<file path="src/rtl/instr_fetch_unit.sv">
// Fetch stage: credit-limited word fetches feeding an in-order {pc,instr} FIFO toward decode.
// Response reaches if_* one cycle after imem_rvalid; issue stalls once in-flight plus buffered hits DEPTH.
module instr_fetch_unit #(
  parameter int DEPTH = 2,
  parameter int AW    = 32,
  parameter int DW    = 32
) (
  input  logic          clk,
  input  logic          rst,
  input  logic [AW-1:0] pc_in,
  input  logic          redirect,
  output logic          pc_advance,
  output logic          imem_req,
  output logic [AW-1:0] imem_addr,
  input  logic          imem_ready,
  input  logic          imem_rvalid,
  input  logic [DW-1:0] imem_rdata,
  output logic          if_valid,
  output logic [DW-1:0] if_instr,
  output logic [AW-1:0] if_pc,
  input  logic          id_ready
);

  localparam int CW = $clog2(DEPTH) + 1;
  localparam int PW = $clog2(DEPTH);
  localparam logic [CW:0] LIMIT = DEPTH[CW:0];

  logic [CW-1:0] r_outst;
  logic [CW-1:0] r_cnt;
  logic [CW-1:0] r_drop;

  logic [AW-1:0] r_tag [DEPTH];
  logic [PW-1:0] r_tag_wr;
  logic [PW-1:0] r_tag_rd;

  logic [AW-1:0] r_fifo_pc    [DEPTH];
  logic [DW-1:0] r_fifo_instr [DEPTH];
  logic [PW-1:0] r_fifo_wr;
  logic [PW-1:0] r_fifo_rd;

  logic          w_resp;
  logic          w_push;
  logic          w_pop;
  logic          w_accept;
  logic [CW:0]   w_used;

  // A response with nothing outstanding is a protocol error and is ignored.
  assign w_resp = imem_rvalid & (r_outst != '0);
  assign w_push = w_resp & (r_drop == '0) & ~redirect;
  assign w_pop  = if_valid & id_ready;

  // The head leaving this cycle frees its slot in time for this cycle's request,
  // which is what lets a 1-cycle memory stream one instruction per cycle.
  assign w_used   = {1'b0, r_outst} + {1'b0, r_cnt} - {{CW{1'b0}}, w_pop};
  assign imem_req = ~rst & ~redirect & (w_used < LIMIT);

  assign imem_addr  = pc_in;
  assign w_accept   = imem_req & imem_ready;
  assign pc_advance = w_accept;

  assign if_valid = (r_cnt != '0);
  assign if_pc    = if_valid ? r_fifo_pc[r_fifo_rd]    : '0;
  assign if_instr = if_valid ? r_fifo_instr[r_fifo_rd] : '0;

  always_ff @(posedge clk) begin
    if (rst) begin
      r_outst   <= '0;
      r_cnt     <= '0;
      r_drop    <= '0;
      r_tag_wr  <= '0;
      r_tag_rd  <= '0;
      r_fifo_wr <= '0;
      r_fifo_rd <= '0;
    end else begin
      r_outst <= r_outst + CW'(w_accept) - CW'(w_resp);
      if (w_accept) r_tag_wr <= r_tag_wr + PW'(1);
      if (w_resp)   r_tag_rd <= r_tag_rd + PW'(1);

      if (redirect) begin
        // Everything still in flight is stale; a response landing now is dropped here.
        r_drop    <= r_outst - CW'(w_resp);
        r_cnt     <= '0;
        r_fifo_rd <= r_fifo_wr;
      end else begin
        if (w_resp && (r_drop != '0)) r_drop <= r_drop - CW'(1);
        r_cnt <= r_cnt + CW'(w_push) - CW'(w_pop);
        if (w_push) r_fifo_wr <= r_fifo_wr + PW'(1);
        if (w_pop)  r_fifo_rd <= r_fifo_rd + PW'(1);
      end
    end
  end

  always_ff @(posedge clk) begin
    if (w_accept) r_tag[r_tag_wr] <= pc_in;
    if (w_push) begin
      r_fifo_pc[r_fifo_wr]    <= r_tag[r_tag_rd];
      r_fifo_instr[r_fifo_wr] <= imem_rdata;
    end
  end

endmodule
</file>
<file path="config.mk">
export PLATFORM = sky130hd
export DESIGN_NAME = instr_fetch_unit
export DESIGN_NICKNAME = d
export VERILOG_FILES = /design/src/rtl/instr_fetch_unit.sv
export SDC_FILE = /design/constraint.sdc
export NUM_CORES = 1
export LEC_CHECK = 0
export CORE_ASPECT_RATIO = 2
export CORE_UTILIZATION = 36
export CTS_BUF_LIST = sky130_fd_sc_hd__clkbuf_8
export DETAILED_ROUTE_END_ITERATION = 8
export GPL_ROUTABILITY_DRIVEN = 0
export PLACE_DENSITY_LB_ADDON = 0.12
export SYNTH_ARGS = -nofsm -noshare
export SYNTH_HDL_FRONTEND = slang
export SYNTH_SLANG_ARGS = --single-unit
</file>
<file path="constraint.sdc">
create_clock -name clk -period 6.6 [get_ports clk]
set_input_delay 1.32 -clock clk [delete_from_list [all_inputs] [get_ports clk]]
set_output_delay 1.32 -clock clk [all_outputs]
set_load 0.1 [all_outputs]
</file>
==> run_results.csv, run 1 <==
group,metric,value,unit
sta,layout_min_cycle_time,4.91,ns
layout,num_antenna_cells,0,
pwr,powerDensity,297,nW/µm²
logic_synthesis,synth_seq_area_share,75.0,%
placed_design,post-dp-hpwl,9580,µm
floorplanning,core_area,21700,µm²
logic_synthesis,syn-instance-count,477,
layout,nFillCells,1936,
routing,wl_per_cell,16.9,µm
routing,drc,0,
worst_setup_path,path_class,"in -> out",
logic_synthesis,ys_seq_elements,204,
clock_tree,cts_hold_buf,0,
layout,fin_util,47.5,%
global_routing,grt_usage,14.0,%
logic_synthesis,ys.flop_type,"edfxtp_1",
logic_synthesis,async_flop_share,0,%
worst_setup_path,cp_cell_sequence,"clkdlybuf4s50_1 > o21ai_0 > inv_1 > ha_1 > nand2b_1 > fa_1 > xor2_1 > and4_1 > buf_4",
clock_tree,ctsResizeCount,0,
floorplanning,start_util,36.9,%
sta,finalSetupViolations,0,
pwr,vdd_drop_max,273,µV
clock_tree,cts_max_path_buffers,3,
floorplanning,die-area,22900,µm²
global_routing,overflow,0,
floorplanning,fp.dieH,213,µm
worst_setup_path,critPathCaptureType,"output pin",
sta,setup_tns,0,ns
clock_tree,clock_latency,0.56,ns
routing,vias_per_cell,4.61,
sta,finClkSkew,0.0110,ns
clock_tree,cts_tree,"yes",
clock_tree,clock_sinks,204,
layout,multi_input_area,1660,µm²
layout,final_common_cell,"edfxtp_1",
worst_setup_path,critPathTopFamily,"buffers and inverters",
global_routing,grt_antenna_before_repair,0,
placed_design,pre_cts_slack,1.69,ns
floorplanning,die_w,107,µm
worst_hold_path,hold_class,"reg -> reg",
sta,period_share,74.3,%
logic_synthesis,synthesis.area,8010,µm²
outcome,outcome,"finished clean",
layout,ff_latch_area,6010,µm²
pwr,power_leakage,3.43,nW
logic_synthesis,syn-num-nets,555,
job,max-cap-violations,0,
routing,drtPass1Iterations,4,
logic_synthesis,yosysTopAreaCell,"edfxtp_1",
worst_setup_path,cp.arrival,3.59,ns
layout,fin_nets,706,
clock_tree,cts_max_level,1,
global_routing,first_global_vias,4658,
global_routing,grt_max_degree,66,
routing,via_count,4257,
clock_tree,root_buffer,"clkbuf_8",
worst_setup_path,crit_slowest_cell,"clkdlybuf4s50_1",
sta,fmax,0.204,GHz
logic_synthesis,synth_edf_count,192,
worst_setup_path,cp.required,5.28,ns
routing,drt_wl_total,15600,µm
layout,drive_gt1_share,12.7,%
sta,rsz0062_at_grt,"no",
floorplanning,row_count,76,
sta,hold_viol,0,
routing,drtIter0Drc,107,
logic_synthesis,synthDistinctLibCells,30,
sta,whs,0.508,ns
routing,ant_nets,0,
layout,area_growth,28.6,%
sta,worst_pin_slew,1.03,ns
logic_synthesis,synth_area_leaders,"edfxtp_1, mux2i_1, mux2_2",
clock_tree,post_cts_buffers,0,
floorplanning,io_pins,169,
clock_tree,cts.clk_slew.worst_paths,0.07,ns
clock_tree,numCtsBuffers,29,
placed_design,io_buffers,168,
worst_setup_path,path_max_fanout,5,
layout,mostFrequentLayoutCells,"edfxtp_1, clkdlybuf4s50_1, nor2_1, mux2i_1, mux2_2",
sta,max_slew_margin,31.0,%
worst_setup_path,path_buf_inv,3,
sta,drv_slew,0,
logic_synthesis,synth_warnings,0,
worst_setup_path,slowest_delay,0.45,ns
logic_synthesis,syn_avg_cell_area,16.8,µm²
sta,fin_ws,1.69,ns
global_routing,grt_pass1_wl,24000,µm
logic_synthesis,netlist.area_leader.share,72.0,%
worst_setup_path,start_kind,"input port",
## state kept, by name, summed over array words and instances, names as in the netlist, named ones only
register      count
r_drop            2
r_tag_rd          1
r_fifo_rd         1
r_outst           2
r_tag            64
r_tag_wr          1
r_fifo_instr     64
r_fifo_wr         1
r_fifo_pc        64
r_cnt             2
## per-stage QoR
stage / area, µm² / power (W) / cells
after floorplan: 8010 / 0.00203 / 477
after global placement: 9760 / 0.00217 / 870
after detailed placement: 9760 / 0.00219 / 870
after CTS: 10300 / 0.00312 / 924
after global routing: 10300 / 0.00320 / 924
final: 10300 / 0.00306 / 924
## cell families (layout without fill, tap and decap cells)
kind of cell | count (synthesis) | count (layout) | synth area share (%)
xor+xnor | 7 | 7 | 0.766
fa+ha+maj | 8 | 8 | 1.34
flops | 204 | 204 | 75.0
simple gates | 88 | 88 | 4.72
mux | 98 | 98 | 12.8
compound gates | 8 | 8 | 0.656
buf+inv | 64 | 238 | 4.67
## synthesized netlist by cell type, drive strengths merged (3+ instances only)
cell	number
nor2	73
xor2	3
o21ai	3
mux2i	65
ha	7
buf	43
edfxtp	192
xnor2	4
inv	12
dfxtp	12
clkbuf	9
mux2	33
## per-layer routing
layer	up-vias	track usage [%]	part of all wire, %
li1	2024	-	-
met1	2073	13.6	35
met2	128	27.3	57
met3	32	2.47	5.1
met4	0	6.99	3.1
met5	-	0	0
## report_power, final
group | leakage (nW) | switching (W) | internal [W]
Clock | 0.323 | 0.000457 | 0.000452
Combinational | 1.27 | 0.000374 | 0.000196
Sequential | 1.83 | 0.0000560 | 0.00152
## tightest hold or removal path: cells and delay by family (launching register included)
kind / cells / cell delay (ns)
and+or+nand+nor: 1 / 0.07
xor gates and xnor gates: 1 / 0.07
DFF: 1 / 0.32
## layout make-up
| type | instances | area share, % |
|---|---|---|
| flip-flops and latches | 204 | 58.4 |
| repair buffers | 172 | 16.6 |
| multi-input cells | 209 | 16.1 |
| clock buffers | 29 | 3.88 |
| well taps | 273 | 3.32 |
| clock inverters | 25 | 1.29 |
| inverters | 12 | 0.438 |
## final timing paths
check	startpoint	to	slack, ns	depth (start not counted)
worst max register to register	r_cnt[0]	r_tag[0][3]	3.24	8
worst min-delay path	r_tag_rd	register	0.51	2
worst min register to register	r_tag_rd	register	0.51	2
worst max-delay path	id_ready	pc_advance	1.69	9
No activity file was read; power rests on OpenSTA's default activity.
==> run 2, diff against run 1 <==
==> constraint.sdc (replaced) <==
create_clock -name clk -period 4.2 [get_ports clk]
set_input_delay 0.84 -clock clk [delete_from_list [all_inputs] [get_ports clk]]
set_output_delay 0.84 -clock clk [all_outputs]
set_load 0.1 [all_outputs]
==> run 2 against run 1 <==
Effect of this change: via count is 0.28% higher; clock power grew 55%; final area shrank 0.72%; clock-buffer cell count is the same; clock skew up 0.0020 ns; die area stayed put; core utilization fell by 0.34 points; first-iteration DRC count increased by 11%; global-route usage fell by 0.26 points; worst setup slack worse by 1.3 ns; total power is 57% higher; critical endpoint unchanged.
==> run_results.csv, run 2 (synthesis gave the netlist of run 1 again) <==
group,metric,value,unit
routing,vias_per_cell,4.60,
layout,largestRegisters,"r_fifo_instr x64, r_fifo_pc x64, r_tag x64",
clock_tree,cts_max_level,1,
routing,drtPass1Iterations,4,
worst_setup_path,reg2reg_depth,10,
worst_setup_path,critPathCaptureType,"output pin",
sta,period_share,90.1,%
worst_setup_path,slowest_delay,0.39,ns
global_routing,first_global_vias,4435,
worst_setup_path,cp.required,3.36,ns
floorplanning,die_w,107,µm
clock_tree,clock_latency,0.56,ns
global_routing,grt_antenna_before_repair,0,
pwr,vdd_drop_max,289,µV
routing,drtIter0Drc,119,
worst_setup_path,cp.arrival,2.95,ns
pwr,power_leakage,3.55,nW
sta,finalSetupViolations,0,
layout,area_growth,27.6,%
floorplanning,row_count,76,
job,max-cap-violations,0,
global_routing,overflow,0,
worst_hold_path,hold_class,"reg -> reg",
global_routing,grt_max_degree,43,
clock_tree,root_buffer,"clkbuf_8",
clock_tree,cts.clk_slew.worst_paths,0.07,ns
clock_tree,cts_hold_buf,0,
pwr,p_int,0.00341,W
pwr,p_seq_share,51.6,%
floorplanning,start_util,36.9,%
sta,worst_pin_slew,0.994,ns
clock_tree,cts_tree,"yes",
routing,drc,0,
pwr,p_clk_share,29.4,%
layout,drive_gt1_share,23.6,%
worst_hold_path,holdPathStages,2,
placed_design,io_buffers,168,
pwr,powerDensity,470,nW/µm²
routing,wl_per_cell,16.8,µm
clock_tree,post_cts_buffers,0,
pwr,finalPower,0.00480,W
worst_setup_path,crit_slowest_cell,"clkdlybuf4s50_1",
placed_design,post-dp-hpwl,10500,µm
routing,drt_wl_total,15600,µm
clock_tree,clock_sinks,204,
sta,rsz0062_at_grt,"no",
routing,ant_nets,0,
floorplanning,io_pins,169,
layout,final_common_cell,"edfxtp_1",
floorplanning,fp.dieH,213,µm
clock_tree,ctsResizeCount,0,
pwr,p_comb_share,19.0,%
sta,drv_slew,0,
worst_setup_path,cp_cell_sequence,"clkdlybuf4s50_1 > o21ai_0 > inv_1 > ha_1 > nand2b_1 > fa_1 > xor2_1 > and4_1 > buf_12",
worst_setup_path,path_class,"in -> out",
pwr,switchingPower,0.00139,W
sta,fmax,0.264,GHz
clock_tree,numCtsBuffers,28,
worst_setup_path,start_kind,"input port",
global_routing,grt_pass1_wl,23400,µm
sta,max_slew_margin,33.5,%
floorplanning,die-area,22900,µm²
outcome,outcome,"finished clean",
routing,via_count,4269,
layout,mostFrequentLayoutCells,"edfxtp_1, clkdlybuf4s50_1, buf_4, nor2_1, mux2i_1",
sta,layout_min_cycle_time,3.79,ns
layout,fin_nets,712,
sta,hold_viol,0,
pwr,p_sw_share,28.9,%
sta,finClkSkew,0.0130,ns
clock_tree,cts_max_path_buffers,3,
layout,num_antenna_cells,0,
sta,setup_tns,0,ns
global_routing,grt_usage,13.7,%
worst_setup_path,path_max_fanout,2,
floorplanning,core_area,21700,µm²
## run 2: path summary, 6_finish.rpt
| path | start | to | slack (ns) |
|---|---|---|---|
| setup reg to reg | r_cnt[0] | r_tag[0][28] | 1.25 |
| hold / removal | r_tag_rd | register | 0.50 |
| setup / recovery | id_ready | pc_advance | 0.41 |
| hold reg to reg | r_tag_rd | register | 0.50 |
## run 2: power groups by stage
stage                     Sequential [W]  Combinational (W)  Clock (W)
after floorplan                  0.00247           0.000720          0
after global placement           0.00252           0.000908          0
after detailed placement         0.00253           0.000923          0
after CTS                        0.00248           0.000927    0.00147
after global routing             0.00250           0.000965    0.00153
final                            0.00248           0.000911    0.00141
## run 2: through the flow
stage / util [%] / cell area (µm²) / hold slack [ns] / worst slack (ns) / cells
after CTS: 47.1 / 10200 / 0.506 / 0.339 / 929
after global routing: 47.1 / 10200 / 0.529 / 0.290 / 929
after global placement: 44.7 / 9700 / 0.488 / 0.444 / 877
after detailed placement: 44.7 / 9700 / 0.489 / 0.406 / 877
final: 47.1 / 10200 / 0.502 / 0.414 / 929
after floorplan: - / 8010 / 0.472 / -0.365 / 477
## run 2: per-layer routing
layer / wire length [µm] / up-vias / track usage, %
met5: 0 / - / 0
met4: 451 / 0 / 6.38
met3: 742 / 28 / 2.29
met2: 9060 / 119 / 27.6
met1: 5370 / 2090 / 13.0
li1: - / 2032 / -
## run 2: critical path: cells and delay by family
kind,cells,cell delay [ns]
fa+ha+maj,2,0.65
compound gates,1,0.12
simple gates,2,0.44
xor+xnor,1,0.17
buf+inv,3,0.71
## run 2: layout make-up
type | count | area, µm²
clock buffer | 29 | 399
multi-input combinational | 209 | 1660
inverter | 12 | 45.0
clock inverter | 23 | 119
timing repair buffer | 179 | 1650
sequential | 204 | 6010
fill | 1967 | 11500
tap | 273 | 342
